<file path="src/rtl/alu_pipe.sv">
// Handshaked ALU: single-cycle logic/arithmetic, serial shifts (1 bit/cycle), shift-add MUL.
// Results and flags are registered and held until the consumer takes them.
module alu_pipe #(
  parameter int WIDTH = 16,
  parameter int SEL_W = 4
) (
  input  logic             clk,
  input  logic             rst,
  input  logic             in_valid,
  output logic             in_ready,
  input  logic [SEL_W-1:0] alu_sel,
  input  logic [WIDTH-1:0] a_in,
  input  logic [WIDTH-1:0] b_in,
  input  logic             c_in,
  output logic             out_valid,
  input  logic             out_ready,
  output logic [WIDTH-1:0] out,
  output logic             c_out,
  output logic             zero,
  output logic             neg,
  output logic             ovf,
  output logic             busy
);

  localparam int CW = $clog2(WIDTH + 1);
  localparam logic [WIDTH-1:0] WIDTH_V = WIDTH'(WIDTH);

  typedef enum logic [1:0] {IDLE, SHIFT, MUL} state_t;

  state_t               state_q;
  logic [CW-1:0]        cnt_q;
  logic [3:0]           op_q;
  logic [WIDTH-1:0]     work_q;
  logic [2*WIDTH-1:0]   prod_q;
  logic [WIDTH-1:0]     out_q;
  logic                 cout_q, zero_q, neg_q, ovf_q, valid_q;

  logic                 accept, isShift, isMul, multi;
  logic [CW-1:0]        shAmt;
  logic [WIDTH-1:0]     bOp;
  logic [WIDTH:0]       sum;
  logic [WIDTH-1:0]     res_d;
  logic                 cy_d, ov_d;
  logic [WIDTH-1:0]     stepRes_d;
  logic                 stepCy_d;
  logic [WIDTH:0]       mulSum;
  logic [2*WIDTH-1:0]   prodNext_d;

  assign in_ready  = (state_q == IDLE) && (!valid_q || out_ready);
  assign accept    = in_valid && in_ready;
  assign busy      = (state_q != IDLE);
  assign out_valid = valid_q;
  assign out       = out_q;
  assign c_out     = cout_q;
  assign zero      = zero_q;
  assign neg       = neg_q;
  assign ovf       = ovf_q;

  // Decode and evaluate the request as presented; only used on the accept edge.
  always_comb begin
    isShift = alu_sel[3] && (alu_sel[2:0] <= 3'b100);
    isMul   = (alu_sel == 4'b1110);
    if (alu_sel == 4'b1100)
      shAmt = CW'(b_in % WIDTH_V);
    else if (b_in >= WIDTH_V)
      shAmt = CW'(WIDTH);
    else
      shAmt = b_in[CW-1:0];
    multi = isMul || (isShift && (shAmt != '0));

    bOp  = (alu_sel == 4'b0001) ? ~b_in : b_in;
    sum  = {1'b0, a_in} + {1'b0, bOp} + {{WIDTH{1'b0}}, c_in};
    res_d = a_in;
    cy_d  = 1'b0;
    ov_d  = 1'b0;
    case (alu_sel)
      4'b0000, 4'b0001: begin
        res_d = sum[WIDTH-1:0];
        cy_d  = sum[WIDTH];
        ov_d  = (a_in[WIDTH-1] == bOp[WIDTH-1]) && (sum[WIDTH-1] != a_in[WIDTH-1]);
      end
      4'b0010: res_d = a_in | b_in;
      4'b0011: res_d = a_in & b_in;
      4'b0100: res_d = a_in ^ b_in;
      4'b0101: res_d = ~(a_in | b_in);
      4'b0110: res_d = ~(a_in & b_in);
      4'b0111: res_d = ~(a_in ^ b_in);
      4'b1101: res_d = ~a_in;
      4'b1111: res_d = b_in;
      default: res_d = a_in;
    endcase
  end

  // One iteration of the serial shifter and of the shift-add multiplier.
  always_comb begin
    case (op_q)
      4'b1010: begin stepRes_d = {work_q[WIDTH-2:0], 1'b0};         stepCy_d = work_q[WIDTH-1]; end
      4'b1011: begin stepRes_d = {work_q[WIDTH-1], work_q[WIDTH-1:1]}; stepCy_d = work_q[0];     end
      4'b1100: begin stepRes_d = {work_q[WIDTH-2:0], work_q[WIDTH-1]}; stepCy_d = work_q[WIDTH-1]; end
      default: begin stepRes_d = {1'b0, work_q[WIDTH-1:1]};         stepCy_d = work_q[0];       end
    endcase
    mulSum     = {1'b0, prod_q[2*WIDTH-1:WIDTH]} + (prod_q[0] ? {1'b0, work_q} : '0);
    prodNext_d = {mulSum, prod_q[WIDTH-1:1]};
  end

  always_ff @(posedge clk or posedge rst) begin
    if (rst) begin
      state_q <= IDLE;
      cnt_q   <= '0;
      op_q    <= '0;
      work_q  <= '0;
      prod_q  <= '0;
      out_q   <= '0;
      cout_q  <= 1'b0;
      zero_q  <= 1'b0;
      neg_q   <= 1'b0;
      ovf_q   <= 1'b0;
      valid_q <= 1'b0;
    end else begin
      if (valid_q && out_ready)
        valid_q <= 1'b0;
      case (state_q)
        IDLE: begin
          if (accept) begin
            if (!multi) begin
              out_q   <= res_d;
              cout_q  <= cy_d;
              zero_q  <= (res_d == '0);
              neg_q   <= res_d[WIDTH-1];
              ovf_q   <= ov_d;
              valid_q <= 1'b1;
            end else if (isMul) begin
              state_q <= MUL;
              work_q  <= a_in;
              prod_q  <= {{WIDTH{1'b0}}, b_in};
              cnt_q   <= CW'(WIDTH);
            end else begin
              state_q <= SHIFT;
              op_q    <= alu_sel;
              work_q  <= a_in;
              cnt_q   <= shAmt;
            end
          end
        end
        SHIFT: begin
          if (cnt_q == CW'(1)) begin
            out_q   <= stepRes_d;
            cout_q  <= stepCy_d;
            zero_q  <= (stepRes_d == '0);
            neg_q   <= stepRes_d[WIDTH-1];
            ovf_q   <= 1'b0;
            valid_q <= 1'b1;
            state_q <= IDLE;
          end else begin
            work_q <= stepRes_d;
            cnt_q  <= cnt_q - CW'(1);
          end
        end
        MUL: begin
          if (cnt_q == CW'(1)) begin
            out_q   <= prodNext_d[WIDTH-1:0];
            cout_q  <= |prodNext_d[2*WIDTH-1:WIDTH];
            zero_q  <= (prodNext_d[WIDTH-1:0] == '0);
            neg_q   <= prodNext_d[WIDTH-1];
            ovf_q   <= 1'b0;
            valid_q <= 1'b1;
            state_q <= IDLE;
          end else begin
            prod_q <= prodNext_d;
            cnt_q  <= cnt_q - CW'(1);
          end
        end
        default: state_q <= IDLE;
      endcase
    end
  end

endmodule

</file>
<file path="config.mk">
export PLATFORM = sky130hd
export DESIGN_NAME = alu_pipe
export DESIGN_NICKNAME = d
export VERILOG_FILES = /design/src/rtl/alu_pipe.sv
export SDC_FILE = /design/constraint.sdc
export NUM_CORES = 1
export LEC_CHECK = 0
export ABC_AREA = 1
export BUFFER_PORTS_ARGS = -buffer_cell sky130_fd_sc_hd__clkbuf_2
export CORE_UTILIZATION = 60
export CTS_BUF_LIST = sky130_fd_sc_hd__clkbuf_8
export CTS_CLUSTER_DIAMETER = 80
export CTS_CLUSTER_SIZE = 12
export DETAILED_ROUTE_END_ITERATION = 7
export GPL_TIMING_DRIVEN = 0
export PLACE_DENSITY = 0.89
export SYNTH_ARGS = -nofsm -noshare
export SYNTH_HDL_FRONTEND = slang
export SYNTH_SLANG_ARGS = --single-unit
</file>
<file path="constraint.sdc">
create_clock -name clk -period 3.5 [get_ports clk]
set_input_delay 0 -clock clk [delete_from_list [all_inputs] [get_ports clk]]
set_output_delay 0 -clock clk [all_outputs]
set_load 0.1 [all_outputs]
</file>
; Word-level counts from Yosys, hierarchy flattened
; Index checks and enable logic that the tools add are counted.
[totals]
reg_bits = 80
latch_bits = 0
ramBits = 0
rom_bits = 0
out_inout_bits = 23
wordCells = 143
n_memories = 0
[op_classes]
add_sub_neg = 4
n_mul = 0
div_mod_pow = 0
magnitude_cmp = 2
n_eq_ne = 29
shift = 0
mux = 57
bitwise_logic = 9
n_reduce_logical = 31
[ops]
columns = operator, n
row1 = $mux W16, 9
row2 = $pmux W16 S9, 1
row3 = $mux W32, 4
row4 = $pmux W16 S3, 2
row5 = $not A16 Y16, 5
row6 = $pmux W32 S2, 1
row7 = $logic_not A16 Y1, 3
row8 = $add A16 B16 Y17, 2
row9 = $pmux W16 S2, 1
row10 = $mux W5, 6
row11 = $eq A4 B4 Y1 const B, 7
row12 = $mux W1, 22
row13 = $ne A2 B2 Y1 const B, 9
row14 = $add A17 B1 Y17, 1
row15 = $and A16 B16 Y16, 1
row16 = $eq A4 B3 Y1 const B, 4
row17 = $ge A16 B5 Y1 const B, 1
row18 = $or A16 B16 Y16, 1
row19 = $reduce_and A4 Y1, 4
row20 = $reduce_or A16 Y1, 1
row21 = $xor A16 B16 Y16, 1
row22 = $pmux W5 S2, 1
row23 = $reduce_and A5 Y1, 2
row24 = $pmux W1 S3, 3
row25 = 24 further kinds, 40

; Depth between registers and ports, before layout
[logic_depth]
depth_word = 10
ltp_mapped = 21
ltp_nobuf = 20

; Worst setup path after synthesis
; OpenSTA, ideal clock, no wires.
[synth_timing]
path_type = reg2reg
start = register state_q[0]
end = register cout_q, in the netlist c_out
setup_ns = 0.123
arrival_time_ns = 2.880
required_ns = 3.377
path_slack_ns = 0.497
stages_incl_launch_ff = 13
n_path_buf = 1
period_less_slack_ns = 3.003
cell_sequence = dfrtp_1 -> inv_1 -> ha_1 -> inv_2 -> nor2_2 -> nand2_1 -> nand2_1 -> inv_2 -> nor3_1 -> nand2_1 -> buf_4 -> nor2_1 -> a21oi_1
[synth_via]
elab_chain_cells = 5
[synth_lines]
columns = element, line
row1 = start: declaration, 30  ; state_t state_q;
row2 = start signal: assignment, 108  ; state_q <= IDLE;
row3 = start signal: assignment, 133  ; state_q <= MUL;
row4 = start signal: assignment, 138  ; state_q <= SHIFT;
row5 = $logic_not A2 Y1, 49  ; assign in_ready = (state_q == IDLE) && (!valid_q || out_ready);
row6 = $logic_and A1 B1 Y1, 49
row7 = via in_ready, 10  ; output logic in_ready,
row8 = $logic_and A1 B1 Y1, 50  ; assign accept = in_valid && in_ready;
row9 = $ne A2 B2 Y1 (no line), --
row10 = $reduce_and A5 Y1 (no line), --
row11 = end signal: assignment, 127  ; cout_q <= cy_d;
row12 = end signal: assignment, 148  ; cout_q <= stepCy_d;
row13 = end signal: assignment, 162  ; cout_q <= |prodNext_d[2*WIDTH-1:WIDTH];
row14 = end: declaration, 36  ; logic cout_q, zero_q, neg_q, ovf_q, valid_q;
; The timed path passes the listed nets, and every way through them passes these cells.
; A chain may end at the register's enable or synchronous reset.

; Worst setup path after layout
[layout_timing]
start = input port alu_sel[0]
end = register zero_q, in the netlist zero
[layout_via]
elab_chain_cells = 9
[layout_lines]
columns = element, line
row1 = start: declaration, 11  ; input logic [SEL_W-1:0] alu_sel,
row2 = $eq A4 B1 Y1, "71, 76"
row3 = $mux W16, 71  ; bOp = (alu_sel == 4'b0001) ? ~b_in : b_in;
row4 = $add A16 B16 Y17, 72  ; sum = {1'b0, a_in} + {1'b0, bOp} + {{WIDTH{1'b0}}, c_in};
row5 = $add A17 B1 Y17, 72
row6 = $pmux W16 S9, 76  ; case (alu_sel)
row7 = $logic_not A16 Y1, 128  ; zero_q <= (res_d == '0);
row8 = $mux W1, 125  ; if (!multi) begin
row9 = $mux W1, 124  ; if (accept) begin
row10 = $pmux W1 S3, 122  ; case (state_q)
row11 = end signal: assignment, 128
row12 = end signal: assignment, 149  ; zero_q <= (stepRes_d == '0);
row13 = end signal: assignment, 163  ; zero_q <= (prodNext_d[WIDTH-1:0] == '0);
row14 = end: declaration, 36
; Parallel ways exist; a longest one is shown, timed or not. The select of a mux whose other input is x is not followed.

==> results.toml <==
[die]
fp.dieH_um = 121
num_rows = 43
pin_count = 64
initial_core_util = 0.612
fp.coreArea_um2 = 13800
die-area_um2 = 14600
dieWidth_um = 121

[cells_and_area]
area_growth_pct = 9.79
postLayoutCoreUtil = 0.672
fill_cells = 1289
seq_area_um2 = 1980
n_antenna_cell = 0
multi_input_comb_area_um2 = 5400
num-nets-final = 1604
final_cell_mix = "nand2_1, inv_1, nor2_1, o21ai_0, dfrtp_1"
drive_above_1_share = 0.0903
layout_commonest_cell = "nand2_1"

[synthesis]
syn_inst = 1408
seq_area_frac_synth = 0.234
syn-cell-area_um2 = 8460
yosys_warnings = 0
synth_cell_type_count = 43
synth_area_per_cell_um2 = 6.01
synth_seq_cells = 79
syn-num-nets = 1522

[drt]
wl_per_cell_um = 15.7
vias = 9535
drt_wl_total_mm = 26.4
detail-route-antenna-nets = 0
vias_per_cell = 5.69
drtIter0Drc = 1127
dr.pass1.iters = 8
drc = 2

[grt]
grt_max_degree = 57
antenna_found_initial = 1
overflow = 0
grt_pass1_vias = 8761
grt_usage = 0.372
grt_pass1_wl_mm = 42.2

[power]
power_leakage_nw = 5.21
ir_worst_vdd_uv = 491
power_density_nw_per_um2 = 680

[cts]
clockBufferDepth = 2
post_cts_buffers = 0
cts_tree = "done"
clockRootBuffer = "clkbuf_8"
clk_pin_slew_ns = 0.09
clock-sinks = 79
numCtsBuffers = 9
htree_levels = 3
clk_latency_ns = 0.38

[worst_setup_path]
path_cells = "clkbuf_2, inv_1, nor2_1, nand2_1, buf_2, xor2_1, fa_1, fa_1, inv_1, nand3_1, nand2_1, nand3_1, nand3_1, nand2_1, nand3_1, nand2_1, nand2_1, nand3_1, nor2_1, nand3_1, a21oi_1"
path_buf_inv = 4
path_max_fanout = 10
r2r-start = "prod_q[0]"
crit_family = "simple AND/OR/NAND/NOR gates"
cp-start-kind = "primary input"
slowest_stage = "fa_1"
cp.required_ns = 3.81
path_class = "primary input to flop"
max_stage_delay_ns = 0.43
startpoint = "alu_sel[0]"
endpoint_kind = "flop"
cp_data_arrival_time_ns = 3.57
crit_path_frequent_cell = "nand3_1"

[sta]
finalSetupTns_ns = 0
period_minus_slack_ns = 3.26
fin_worst_skew_ns = 0.00966
fmax_mhz = 306
hold_viol_final = 0
maxSlewHeadroom = 0.537
post-route-period-util = 0.933
setup_viol_count_final = 0
slew_violations = 0
rsz0062_at_grt = "false"
worst_pin_slew_ns = 0.691

[place]
dp_hpwl_mm = 21.0
io_buffers = 63
gp_congestion = 1.01

[status]
run_status = "finished, violations left"
violations = "DRC"

[worst_hold_path]
worstHoldStart = "alu_sel[2]"
min_path_type = "primary input to flop"

[flow_run]
max-cap-violations = 0
## power breakdown
part           total, mW  switching (mW)  internal (mW)  leakage (nW)
sequential          1.55           0.286           1.26         0.987
combinational       4.11            3.02           1.09          4.14
clock              0.647           0.383          0.264        0.0838
total               6.31            3.69           2.62          5.21
## area by class of cell
class | instances | area share
plain buffers | 37 | 0.0228
clock buffers | 9 | 0.0133
clock inverters | 7 | 0.00606
inverters | 231 | 0.0936
multi-input cells | 1060 | 0.582
flip-flops and latches | 79 | 0.213
well taps | 180 | 0.0242
repair buffers | 72 | 0.0455
## metal layers
layer  up-vias  wire length (µm)  track usage
li1       4618                 -            -
met1      4291             10400        0.454
met2       520             12300        0.616
met3       104              2500       0.0717
met4         2              1190        0.209
met5         -                13            0
## cell families (layout without fill, tap and decap cells)
| kind of cell | after synthesis | in the layout | synth area share |
|---|---|---|---|
| AO/OA/AOI/OAI | 222 | 222 | 0.144 |
| XOR/XNOR | 21 | 21 | 0.0217 |
| adder cells (fa/ha/maj) | 73 | 73 | 0.111 |
| buffers and inverters | 269 | 356 | 0.128 |
| flip-flops | 79 | 79 | 0.234 |
| AND/OR/NAND/NOR | 744 | 744 | 0.362 |
## state kept, by name (all words and copies together), names as in the netlist
signal,flops
prod_q,32
work_q,16
ovf,1
c_out,1
out,16
out_valid,1
zero,1
state_q,2
cnt_q,5
op_q,4
## path summary, 6_finish.rpt
path                         endpoint  slack [ns]  cells past startpoint
min                           op_q[2]       0.004                      3
max                              zero        0.24                     21
max in group asynchronous     op_q[0]        2.78                      4
min reg2reg                       ovf        0.48                      2
min in group asynchronous  state_q[0]        0.13                      3
max reg2reg                     c_out        0.34                     20
## Yosys cell counts
cell type / n / area share
xor2_1: 20 / 0.021
o21ai_1: 5 / 0.0030
clkbuf_1: 12 / 0.0053
a21boi_2: 1 / 0.0013
nand2_1: 482 / 0.21
buf_2: 11 / 0.0065
o21ai_2: 9 / 0.0093
nand3_1: 77 / 0.046
inv_1: 226 / 0.10
o22ai_2: 1 / 0.0015
a31oi_1: 17 / 0.013
xnor2_1: 1 / 0.0010
or3_1: 1 / 0.00074
nor3_1: 11 / 0.0065
and3_1: 2 / 0.0015
ha_1: 70 / 0.10
o22ai_1: 8 / 0.0059
or2_2: 4 / 0.0030
a21oi_1: 55 / 0.033
dfrtp_1: 79 / 0.23
nand3b_4: 1 / 0.0024
o221ai_1: 1 / 0.0010
a211oi_1: 1 / 0.00089
nand3b_1: 14 / 0.012
a21o_1: 1 / 0.00089
and2_1: 1 / 0.00074
nor4_1: 5 / 0.0037
nor2_1: 122 / 0.054
clkbuf_2: 1 / 0.00059
fa_1: 3 / 0.0071
buf_1: 2 / 0.00089
buf_6: 3 / 0.0040
a22oi_1: 1 / 0.00089
nand4_1: 15 / 0.011
clkinv_1: 1 / 0.00044
buf_4: 9 / 0.0080
a22o_1: 1 / 0.0010
o211a_1: 1 / 0.0012
inv_2: 4 / 0.0018
nor2_2: 6 / 0.0044
nand2_2: 3 / 0.0022
o21ai_0: 117 / 0.069
o211ai_1: 3 / 0.0027
## metrics by stage
| step | total power, mW | hold WS [ns] | instance area, µm² | setup slack [ns] | std cells |
|---|---|---|---|---|---|
| floorplan | 4.57 | 0.156 | 8460 | 0.497 | 1408 |
| global placement | 5.49 | 0.340 | 9000 | -0.0519 | 1651 |
| detailed placement | 5.58 | -0.0187 | 9030 | -0.104 | 1652 |
| CTS | 6.23 | 0.000527 | 9290 | 0.155 | 1676 |
| global route | 6.77 | 0.0271 | 9290 | 0.00527 | 1675 |
| finish | 6.31 | 0.00371 | 9290 | 0.235 | 1675 |
## worst min-delay path: stages
cell,delay [ns]
clkbuf_2,0.13
inv_1,0.11
o21ai_0,0.09
## what timing repair did
| action | CTS | global route |
|---|---|---|
| endpoints found under the hold margin | 86 | 0 |
| endpoints found under the setup margin | 0 | 1 |
| hold buffers | 8 | 0 |
| gates resized for setup | 0 | 2 |
Note: power is estimated with default switching activity, not from simulation.
